===== src/rtl/plot_fb_writer.sv =====
// Pixel sink for the plot interface: buffers (x, y, colour) requests, clips and linearises
// them into framebuffer writes, and runs a full-screen clear. Optional macro: CLIP_COUNT_EN.
module plot_fb_writer #(
   parameter int XRES  = 160,
   parameter int YRES  = 120,
   parameter int CW    = 3,
   parameter int AW    = 15,
   parameter int DEPTH = 4
) (
   input  logic          clk,
   input  logic          rst,
   input  logic          in_valid,
   output logic          in_ready,
   input  logic [7:0]    in_x,
   input  logic [7:0]    in_y,
   input  logic [CW-1:0] in_colour,
   input  logic          clear_req,
   input  logic [CW-1:0] clear_colour,
   output logic          busy,
   output logic          mem_we,
   output logic [AW-1:0] mem_addr,
   output logic [CW-1:0] mem_data,
   input  logic          mem_gnt,
   output logic [15:0]   clip_cnt
);

   localparam int PW = $clog2(DEPTH);
   localparam int EW = 16 + CW;
   localparam logic [AW-1:0] LAST_ADDR = AW'(XRES * YRES - 1);

   typedef enum logic [1:0] {RUN, DRAIN, CLEAR} state_t;

   state_t        state;
   state_t        state_nxt;
   logic [EW-1:0] fifo_mem [DEPTH];
   logic [PW:0]   wr_ptr;
   logic [PW:0]   rd_ptr;
   logic [EW-1:0] head;
   logic [7:0]    head_x;
   logic [7:0]    head_y;
   logic [CW-1:0] head_colour;
   logic [AW-1:0] head_addr;
   logic          head_in_range;
   logic          fifo_empty;
   logic          fifo_full;
   logic          out_free;
   logic          push;
   logic          pop;
   logic          clear_start;
   logic          clear_last;
   logic [CW-1:0] clr_colour;

   assign fifo_empty  = (wr_ptr == rd_ptr);
   assign fifo_full   = (wr_ptr[PW] != rd_ptr[PW]) && (wr_ptr[PW-1:0] == rd_ptr[PW-1:0]);
   assign in_ready    = (state == RUN) && !fifo_full;
   assign busy        = (state != RUN);
   assign push        = in_valid && in_ready;
   assign out_free    = !mem_we || mem_gnt;
   // The FIFO is necessarily empty during CLEAR, so the explicit state term only documents intent.
   assign pop         = out_free && !fifo_empty && (state != CLEAR);
   assign clear_start = (state == DRAIN) && fifo_empty && out_free;
   assign clear_last  = (state == CLEAR) && mem_gnt && (mem_addr == LAST_ADDR);

   assign head          = fifo_mem[rd_ptr[PW-1:0]];
   assign head_x        = head[EW-1 -: 8];
   assign head_y        = head[EW-9 -: 8];
   assign head_colour   = head[CW-1:0];
   assign head_in_range = (32'(head_x) < XRES) && (32'(head_y) < YRES);
   assign head_addr     = AW'(head_y) * AW'(XRES) + AW'(head_x);

   always_ff @(posedge clk or negedge rst) begin
      if (!rst) begin
         state <= RUN;
      end else begin
         state <= state_nxt;
      end
   end

   always_comb begin
      state_nxt = state;
      case (state)
         RUN:     if (clear_req)   state_nxt = DRAIN;
         DRAIN:   if (clear_start) state_nxt = CLEAR;
         CLEAR:   if (clear_last)  state_nxt = RUN;
         default: state_nxt = RUN;
      endcase
   end

   always_ff @(posedge clk or negedge rst) begin
      if (!rst) begin
         wr_ptr <= '0;
         rd_ptr <= '0;
      end else begin
         if (push) wr_ptr <= wr_ptr + 1'b1;
         if (pop)  rd_ptr <= rd_ptr + 1'b1;
      end
   end

   always_ff @(posedge clk) begin
      if (push) fifo_mem[wr_ptr[PW-1:0]] <= {in_x, in_y, in_colour};
   end

   // During CLEAR, mem_addr doubles as the clear counter.
   always_ff @(posedge clk or negedge rst) begin
      if (!rst) begin
         mem_we     <= 1'b0;
         mem_addr   <= '0;
         mem_data   <= '0;
         clr_colour <= '0;
      end else begin
         if (state == RUN && clear_req) clr_colour <= clear_colour;
         if (state == CLEAR) begin
            if (mem_gnt) begin
               if (mem_addr == LAST_ADDR) mem_we <= 1'b0;
               else                       mem_addr <= mem_addr + AW'(1);
            end
         end else if (clear_start) begin
            mem_we   <= 1'b1;
            mem_addr <= '0;
            mem_data <= clr_colour;
         end else if (pop) begin
            if (head_in_range) begin
               mem_we   <= 1'b1;
               mem_addr <= head_addr;
               mem_data <= head_colour;
            end else begin
               mem_we <= 1'b0;
            end
         end else if (out_free) begin
            mem_we <= 1'b0;
         end
      end
   end

`ifdef CLIP_COUNT_EN
   logic [15:0] clip_q;

   always_ff @(posedge clk or negedge rst) begin
      if (!rst) begin
         clip_q <= '0;
      end else if (pop && !head_in_range && clip_q != 16'hFFFF) begin
         clip_q <= clip_q + 16'd1;
      end
   end

   assign clip_cnt = clip_q;
`else
   assign clip_cnt = '0;
`endif

endmodule


===== config.mk =====
export PLATFORM = sky130hd
export DESIGN_NAME = plot_fb_writer
export DESIGN_NICKNAME = d
export VERILOG_FILES = /design/src/rtl/plot_fb_writer.sv
export SDC_FILE = /design/constraint.sdc
export NUM_CORES = 1
export LEC_CHECK = 0
export ABC_AREA = 1
export ABC_CLOCK_PERIOD_IN_PS = 4000
export CORE_UTILIZATION = 45
export CTS_CLUSTER_SIZE = 16
export DETAILED_ROUTE_END_ITERATION = 10
export GPL_TIMING_DRIVEN = 1
export PLACE_DENSITY = 0.7
export SYNTH_ARGS = -nofsm -noshare
export SYNTH_HDL_FRONTEND = slang
export SYNTH_SLANG_ARGS = --single-unit
export TNS_END_PERCENT = 30

===== constraint.sdc =====
create_clock -name clk -period 4 [get_ports clk]
set_clock_uncertainty 0.2 [all_clocks]
set_input_delay 0.8 -clock clk [delete_from_list [all_inputs] [get_ports clk]]
set_output_delay 0.8 -clock clk [all_outputs]
set_load 0.005 [all_outputs]

## Yosys cells after proc, flatten, opt, wreduce, memory -nomap -nowiden

Memory sizes are Yosys's and may differ from the RTL's.
Cells that the tools add are included.

| storage, ports and cells | value |
|---|---|
| register bits | 30 |
| output and inout port bits | 37 |
| memory bits (writable) | 76 |
| logic and storage cells | 77 |
| memories | 1 |

Memories:

| name | depth | width | rd ports | clocked after Yosys merged registers in | write ports | line | text |
|---|---|---|---|---|---|---|---|
| fifo_mem | 4 | 19 | 1 | 0 | 1 | 35 | `logic [EW-1:0] fifo_mem [DEPTH];` |

| operators by class | value |
|---|---|
| bitwise logic cells | 1 |
| magnitude comparators | 2 |
| equal/unequal tests | 13 |
| multiply operators | 1 |
| muxes and demuxes | 22 |
| reduce and logical (&&, ||, !) cells | 26 |
| add/subtract/negate cells | 4 |

Operators with widths:

| operator | number |
|---|---|
| 15-bit 2-to-1 mux | 6 |
| 15-bit by 1-bit adder with 15-bit output, second input constant | 1 |
| 15-bit by 8-bit adder with 15-bit output | 1 |
| 15-bit equality test, second input constant | 1 |
| 2-bit inequality test, second input constant | 6 |
| 1-bit logical AND | 11 |
| 8-bit by 3-bit multiplier with 10-bit output, second input constant | 1 |
| 1-bit 2-to-1 mux | 9 |
| 3-bit 2-to-1 mux | 3 |
| 3-bit AND reduction | 3 |
| 8-bit by 7-bit less-than comparator with 1-bit output, second input constant | 1 |
| 8-bit less-than comparator, second input constant | 1 |
| 3-bit by 1-bit adder with 3-bit output, second input constant | 2 |
| 2-bit 2-to-1 mux | 3 |
| 2-bit one-hot mux with 3 select lines | 1 |
| 2-bit nonzero test | 3 |
| 3-bit nonzero test | 2 |
| 4-bit AND reduction | 1 |
| 4-bit nonzero test | 1 |
| 3-bit equality test | 1 |
| 1-bit zero test | 3 |
| 2-bit by 1-bit equality test with 1-bit output, second input constant | 1 |
| 2-bit equality test | 1 |
| 2-bit equality test, second input constant | 1 |
| other kinds (5) | 5 |

## Depth between registers and ports, before layout

| depth | value |
|---|---|
| depth in word-level cells | 7 |
| depth in mapped cells | 23 |

## Least setup slack after synthesis

Ideal clock, no wire load.

| timing | value |
|---|---|
| path type | reg-to-reg |
| start | register rd_ptr[0] |
| end | register mem_addr[12] |
| stages on the path, launching flop included | 20 |
| setup slack | 0.676 ns |
| library setup time | 0.120 ns |
| data required time | 3.680 ns |
| period minus slack after synthesis | 3.324 ns |
| arrival | 3.004 ns |
| cells stage by stage | dfrtp_1 -> inv_2 -> buf_6 -> clkbuf_1 -> nand2_1 -> a32oi_1 -> ha_1 -> ha_1 -> inv_1 -> fa_1 -> nor2_1 -> nand3b_1 -> nand2_1 -> nand2_1 -> nor2_1 -> nand2_1 -> nand3_1 -> o21ai_0 -> nand2_1 -> o21ai_2 |

| on the way | value |
|---|---|
| longest elaborated chain between the ends | 7 |

RTL lines:

| item | line | text |
|---|---|---|
| from (decl) | 37 | `logic [PW:0] rd_ptr;` |
| from (signal assigned) | 95 | `if (pop) rd_ptr <= rd_ptr + 1'b1;` |
| memory 4 x 19 bit | -- |  |
| 8-bit by 3-bit multiplier with 10-bit output | 69 | `assign head_addr = AW'(head_y) * AW'(XRES) + AW'(head_x);` |
| 15-bit by 8-bit adder with 15-bit output | 69 |  |
| 15-bit 2-to-1 mux | 122 | `if (head_in_range) begin` |
| 15-bit 2-to-1 mux | 121 | `end else if (pop) begin` |
| 15-bit 2-to-1 mux | 117 | `end else if (clear_start) begin` |
| 15-bit 2-to-1 mux | 112 | `if (state == CLEAR) begin` |
| to (signal assigned) | 115 | `else mem_addr <= mem_addr + AW'(1);` |
| to (signal assigned) | 124 | `mem_addr <= head_addr;` |
| to (decl) | 21 | `output logic [AW-1:0] mem_addr,` |

Several ways; a longest one is shown, not always the timed one. The select of a mux whose other input is x is not followed.
A chain may end at the register's enable or synchronous reset.

## Final worst setup path

Ends and elaborated chain as after synthesis.

==> results.cfg <==
[outcome]
status = complete, no violations

[final_layout]
diodes = 0
synthToLayoutAreaGrowth_pct = 15.11
finish.utilization = 0.5358
fin_area_um2 = 6490
drive_gt1_frac = 0.1141
layout.nets = 676

[worst_setup_path]
slowest_stage = fa_1
slowest_delay_ns = 0.45
critPathLaunchType = flip-flop
crit_arrival_ns = 3.61
crit_top_cell = nand2_1
required_ns = 4.04
path_class = reg2reg
path_max_fanout = 38
end_kind = flip-flop
startpoint = rd_ptr[0]
crit_chain = buf_4 -> nand2_1 -> a32oi_1 -> ha_1 -> ha_1 -> inv_1 -> fa_1 -> nor2_1 -> nand3b_1 -> nand2_1 -> nand2_1 -> nor2_1 -> nand2_1 -> nand3_1 -> o21ai_0 -> nand2_1 -> o21ai_2
r2r_start = rd_ptr[0]

[min_path]
hp-start = mem_data[2]
min_path_type = reg2reg

[clock_network]
cts-root-buf = clkbuf_16
cts_buffers = 9
htree_levels = 3
cts_resized = 0
cts_setup_buffers = 0
cts_tree = built
cts_sinks = 106
ctsHoldBuffers = 0
cts.clk_slew.worst_paths_ns = 0.08
clock_latency_ns = 0.36
cts_buffer_depth = 2

[synthesis]
synth_top_area_cell = edfxtp_1
seq_area_frac_synth = 0.5379
muxShareOfSynthArea = 0.005992
ys_types = 42
synth_edf_count = 76
synth_fa_ha_area_frac = 0.05371
synth-seq-cells = 106
postSynthCellCount = 575
synth_top_area_share = 0.4048
async_reset_ff_frac = 0.2830
yosysMostFrequentCell = nand2_1
synth_xor_xnor_area_share = 0.01886
synth-compound-area-share = 0.09432
yosys.area_share.simple = 0.2024
synth_ff_type = edfxtp_1
syn_area_um2 = 5638
syn_area_per_cell_um2 = 9.805
synth_common_cells = 146 x nand2_1, 76 x edfxtp_1, 56 x inv_1
synth_area_leaders = edfxtp_1 40%, dfrtp_1 13%, nand2_1 9.7%
synth_top_family_by_area = simple AND/OR/NAND/NOR gates
yosysWarnings = 0

[global_route]
gr-usage-all-layers = 0.1845
antenna_found_initial = 0
grt_max_degree = 39
grt_pass1_vias = 3976
grt_overflow = 0
grt_first_pass_wirelength_um = 18490

[floorplanning]
fp.dieArea_um2 = 12980
fp.dieW_um = 113.9
coreArea_um2 = 12110
ios = 64
die_height_um = 113.9
start_util = 0.4655
row_count = 40

[timing]
timing.fmax_mhz = 280.0
finalWorstSetupSlack_ns = 0.4291
fin_crit_ns = 3.571
drv_slew = 0
relSlewSlack = 0.6276
finalHoldViolations = 0
setup_violations = 0
period_share = 0.8927
finalSetupTns_ns = 0
rsz0062_at_grt = false
worst_pin_slew_ns = 0.5579

[placement]
place_congestion = 0.8263
hpwl_um = 7887
io_buffers = 47
placedInstanceArea_um2 = 6183
pre_cts_slack_ns = 0.5015

[detailed_routing]
drc = 0
first_pass_iters = 4
num_vias = 4035
vias_per_cell = 5.050
drt-total-wl_um = 11230
ant_nets = 0
wl_per_cell_um = 14.05
drtIter0Drc = 214

[run]
cap_viol_max_count = 0
flip-flops by register name, summed over array words and instances (netlist names):
name	count
fifo_mem	76
clr_colour	3
rd_ptr	3
mem_we	1
state	2
wr_ptr	3
mem_addr	15
mem_data	3
path summary, 6_finish.rpt:
check                                    end  slack [ns]  cells after the start
worst max-delay path            mem_addr[12]        0.43                     17
worst min-delay path             mem_data[2]        0.29                      2
min in group asynchronous       mem_addr[10]        0.62                      2
worst min register to register   mem_data[2]        0.29                      2
worst max register to register  mem_addr[12]        0.43                     17
max in group asynchronous        mem_addr[1]        2.67                      2
critical path: cells and delay by family, from the launching register on:
kind	cells	cell delay, ns
adder cells (fa/ha/maj)	3	0.98
AND/OR/NAND/NOR	9	0.98
buffers and inverters	2	0.49
AO/OA/AOI/OAI	3	0.45
flip-flops	1	0.37
cells in the final DEF (no fill, tap or decap), types with 4 or more instances in the layout:
master	count
clkdlybuf4s50_1	47
inv_1	56
buf_4	8
dfrtp_1	30
o21ai_0	34
nand4_1	5
nand2_2	12
conb_1	16
nand3_1	31
edfxtp_1	76
inv_2	4
nand2_1	146
ha_1	21
nor2_1	45
o21ai_2	13
xor2_1	8
clkbuf_16	9
a21oi_1	12
o211ai_1	6
o22ai_1	10
logic make-up after synthesis:
kind of cell    Yosys count
other cells               1
compound gates           84
mux                       3
flops                   106
buf+inv                  91
simple gates            257
fa+ha+maj                23
xor+xnor                 10
cell type report:
class / instances / area (um2)
Clock buffer: 9 / 225.2
Clock inverter: 7 / 81.33
Fill cell: 1065 / 5622
Inverter: 61 / 234.0
Multi-Input combinational cell: 393 / 2176
Sequential cell: 106 / 3033
Tap cell: 168 / 210.2
Timing Repair Buffer: 55 / 530.5
per-layer routing:
layer	part of all wire	global-route usage	vias to the layer above
li1	-	-	1999
met1	0.43	0.2272	1901
met2	0.50	0.3172	117
met3	0.046	0.03241	18
met4	0.024	0.08312	0
met5	0	0	-
stage by stage:
step           hold slack, ns  instances
3_5_place_dp           0.2731        783
2_1_floorplan          0.2632        590
5_1_grt                0.3063        799
3_3_place_gp           0.2683        783
6_report               0.2873        799
4_1_cts                0.2913        799
Power is not shown: default switching activity piles up to over one toggle a cycle in this logic, so the estimate is an artifact.
==> RTL change: new RTL, config.mk and constraints unchanged <==
The option `CLIP_COUNT_EN` is turned on by a define.
--- a/src/rtl/plot_fb_writer.sv
+++ b/src/rtl/plot_fb_writer.sv
@@ -2,2 +2,4 @@
 // them into framebuffer writes, and runs a full-screen clear. Optional macro: CLIP_COUNT_EN.
+`define CLIP_COUNT_EN
+
 module plot_fb_writer #(
Check against the original RTL: not equivalent (a bounded check fails within 4 cycles, from zero or initial values and one cycle with rst low).
==> RTL change against the unedited design <==
First-iteration DRC count up 17%. Via count is 18% higher. Routed wire length up 18%. Cell count up 16%. Sequential cell count increased by 16. Area after synthesis increased by 11%. Worst setup slack improved by 0.17 ns. Design area up 19%. Critical path type unchanged. Critical endpoint is now mem_addr[14]$_DFFE_PN0P_.
==> RTL change: results (changes against the unedited design) <==
Run status
  – Status: finished clean

Global routing
  – Maximum number of pins on one net before global-route repair: 47 (+21%)
  – Vias in the first global route: 4612 (+16%)
  – Tot GR Track Use: 0.202 (+0.0174)
  – Initial antenna violation count: 0 (unchanged)
  – First-pass GRT wire length: 22100 um (+19%)

Final layout
  – Final net count: 790 (+17%)
  – Post-route insts no fill: 928 (+16%)
  – Layout cells sized above 1: 0.0957 (-0.0184)
  – Design area: 7690 sq um (+19%)
  – Max reg flops: 76 (unchanged)
  – Filler instances: 1155 (+8.5%)

Detailed routing
  – Avg WL per Cell: 14.3 um (+1.6%)
  – Via Count: 4774 (+18%)
  – First-pass iteration count of the detailed router: 5 (+1)
  – 1st-iter DRT viols: 251 (+17%)

CTS
  – CTS H-tree lvls: 4 (+1)
  – CTS buffer count: 17 (+8)
  – Clock transition at path regs: 0.06 ns (-0.02 ns)
  – Root buf cell: clkbuf_16
  – Cts repair resizes: 0 (unchanged)
  – Clock latency on the worst-skew pair: 0.42 ns (+0.06 ns)

Power and ir drop
  – VDD IR max: 0.000469 V

Placed design
  – Pre-CTS setup slack: 0.579 ns (+0.0771 ns)
  – Final HPWL DP: 9210 um (+17%)
  – Input/output buffers: 63 (+34%)
  – GP Congestion: 0.895 (+8.3%)
  – Post-DP Area: 7040 sq um (+14%)
  – DP Cell Count: 896 (+14%)

Yosys
  – Register area share after synthesis: 0.550 (+0.0124)
  – Net Count, Synth: 718
  – Area contributors post-synth: edfxtp_1 37%, dfrtp_1 18%, nand2_1 12%, ha_1 4.4%, nand3_1 3.4%
  – Mean post-synth cell area: 9.35 sq um (-4.6%)
  – Ys async rst share: 0.377 (+0.0940)
  – Synth top cells by count: 199 x nand2_1, 76 x edfxtp_1, 51 x inv_1
  – Netlist cell types: 40 (-4.8%)

Setup path
  – Crit Path Max Fanout: 24 (-37%)
  – Worst path top cell family by delay: simple AND/OR/NAND/NOR gates
  – Arrival time at the worst endpoint: 3.50 ns (-0.11 ns)

STA
  – Max_slew headroom: 0.293 (-0.335)
[RTL change: cell families after synthesis]
family | Yosys count | share of synthesized area
AOI/OAI and AO/OA | 87 | 0.0842
xor gates and xnor gates | 28 | 0.0393
adders and majority gates | 24 | 0.0505
buffers and inverters | 86 | 0.0578
DFF | 122 | 0.550
muxes | 3 | 0.00541
and+or+nand+nor | 317 | 0.212
[RTL change: power groups by stage]
stage	combinational (uW)	clock [uW]	sequential, uW
floorplan	3040	0	1870
global placement	3920	0	1890
detailed placement	4020	0	1910
CTS	4040	1700	1880
global route	4630	1750	1920
finish	4030	1670	1880
[RTL change: layer usage]
metal / GRT usage / vias up / wire length, um
met5: 0 / - / 0
met3: 0.0537 / 22 / 515
met1: 0.254 / 2245 / 6000
met2: 0.326 / 109 / 6450
li1: - / 2398 / -
met4: 0.0922 / 0 / 284
[RTL change: final timing paths]
kind | startpoint | end | slack, ns | cells past startpoint
max in group asynchronous | rst | mem_addr[2]$_DFFE_PN0P_ | 2.56 | 1
min in group asynchronous | rst | mem_addr[11]$_DFFE_PN0P_ | 0.38 | 1
setup reg to reg | rd_ptr[0]$_DFFE_PN0P_ | mem_addr[14]$_DFFE_PN0P_ | 0.60 | 17
hold reg to reg | wr_ptr[2]$_DFFE_PN0P_ | wr_ptr[2]$_DFFE_PN0P_ | 0.29 | 1
hold / removal | wr_ptr[2]$_DFFE_PN0P_ | wr_ptr[2]$_DFFE_PN0P_ | 0.29 | 1
setup / recovery | rd_ptr[0]$_DFFE_PN0P_ | mem_addr[14]$_DFFE_PN0P_ | 0.60 | 17
[RTL change: final cells by class]
type,instances,area share
Clock buffer,19,0.0563
Clock inverter,13,0.0281
Inverter,68,0.0335
Multi-Input combinational cell,459,0.318
Sequential cell,122,0.446
Tap cell,176,0.0286
Timing Repair Buffer,71,0.0891
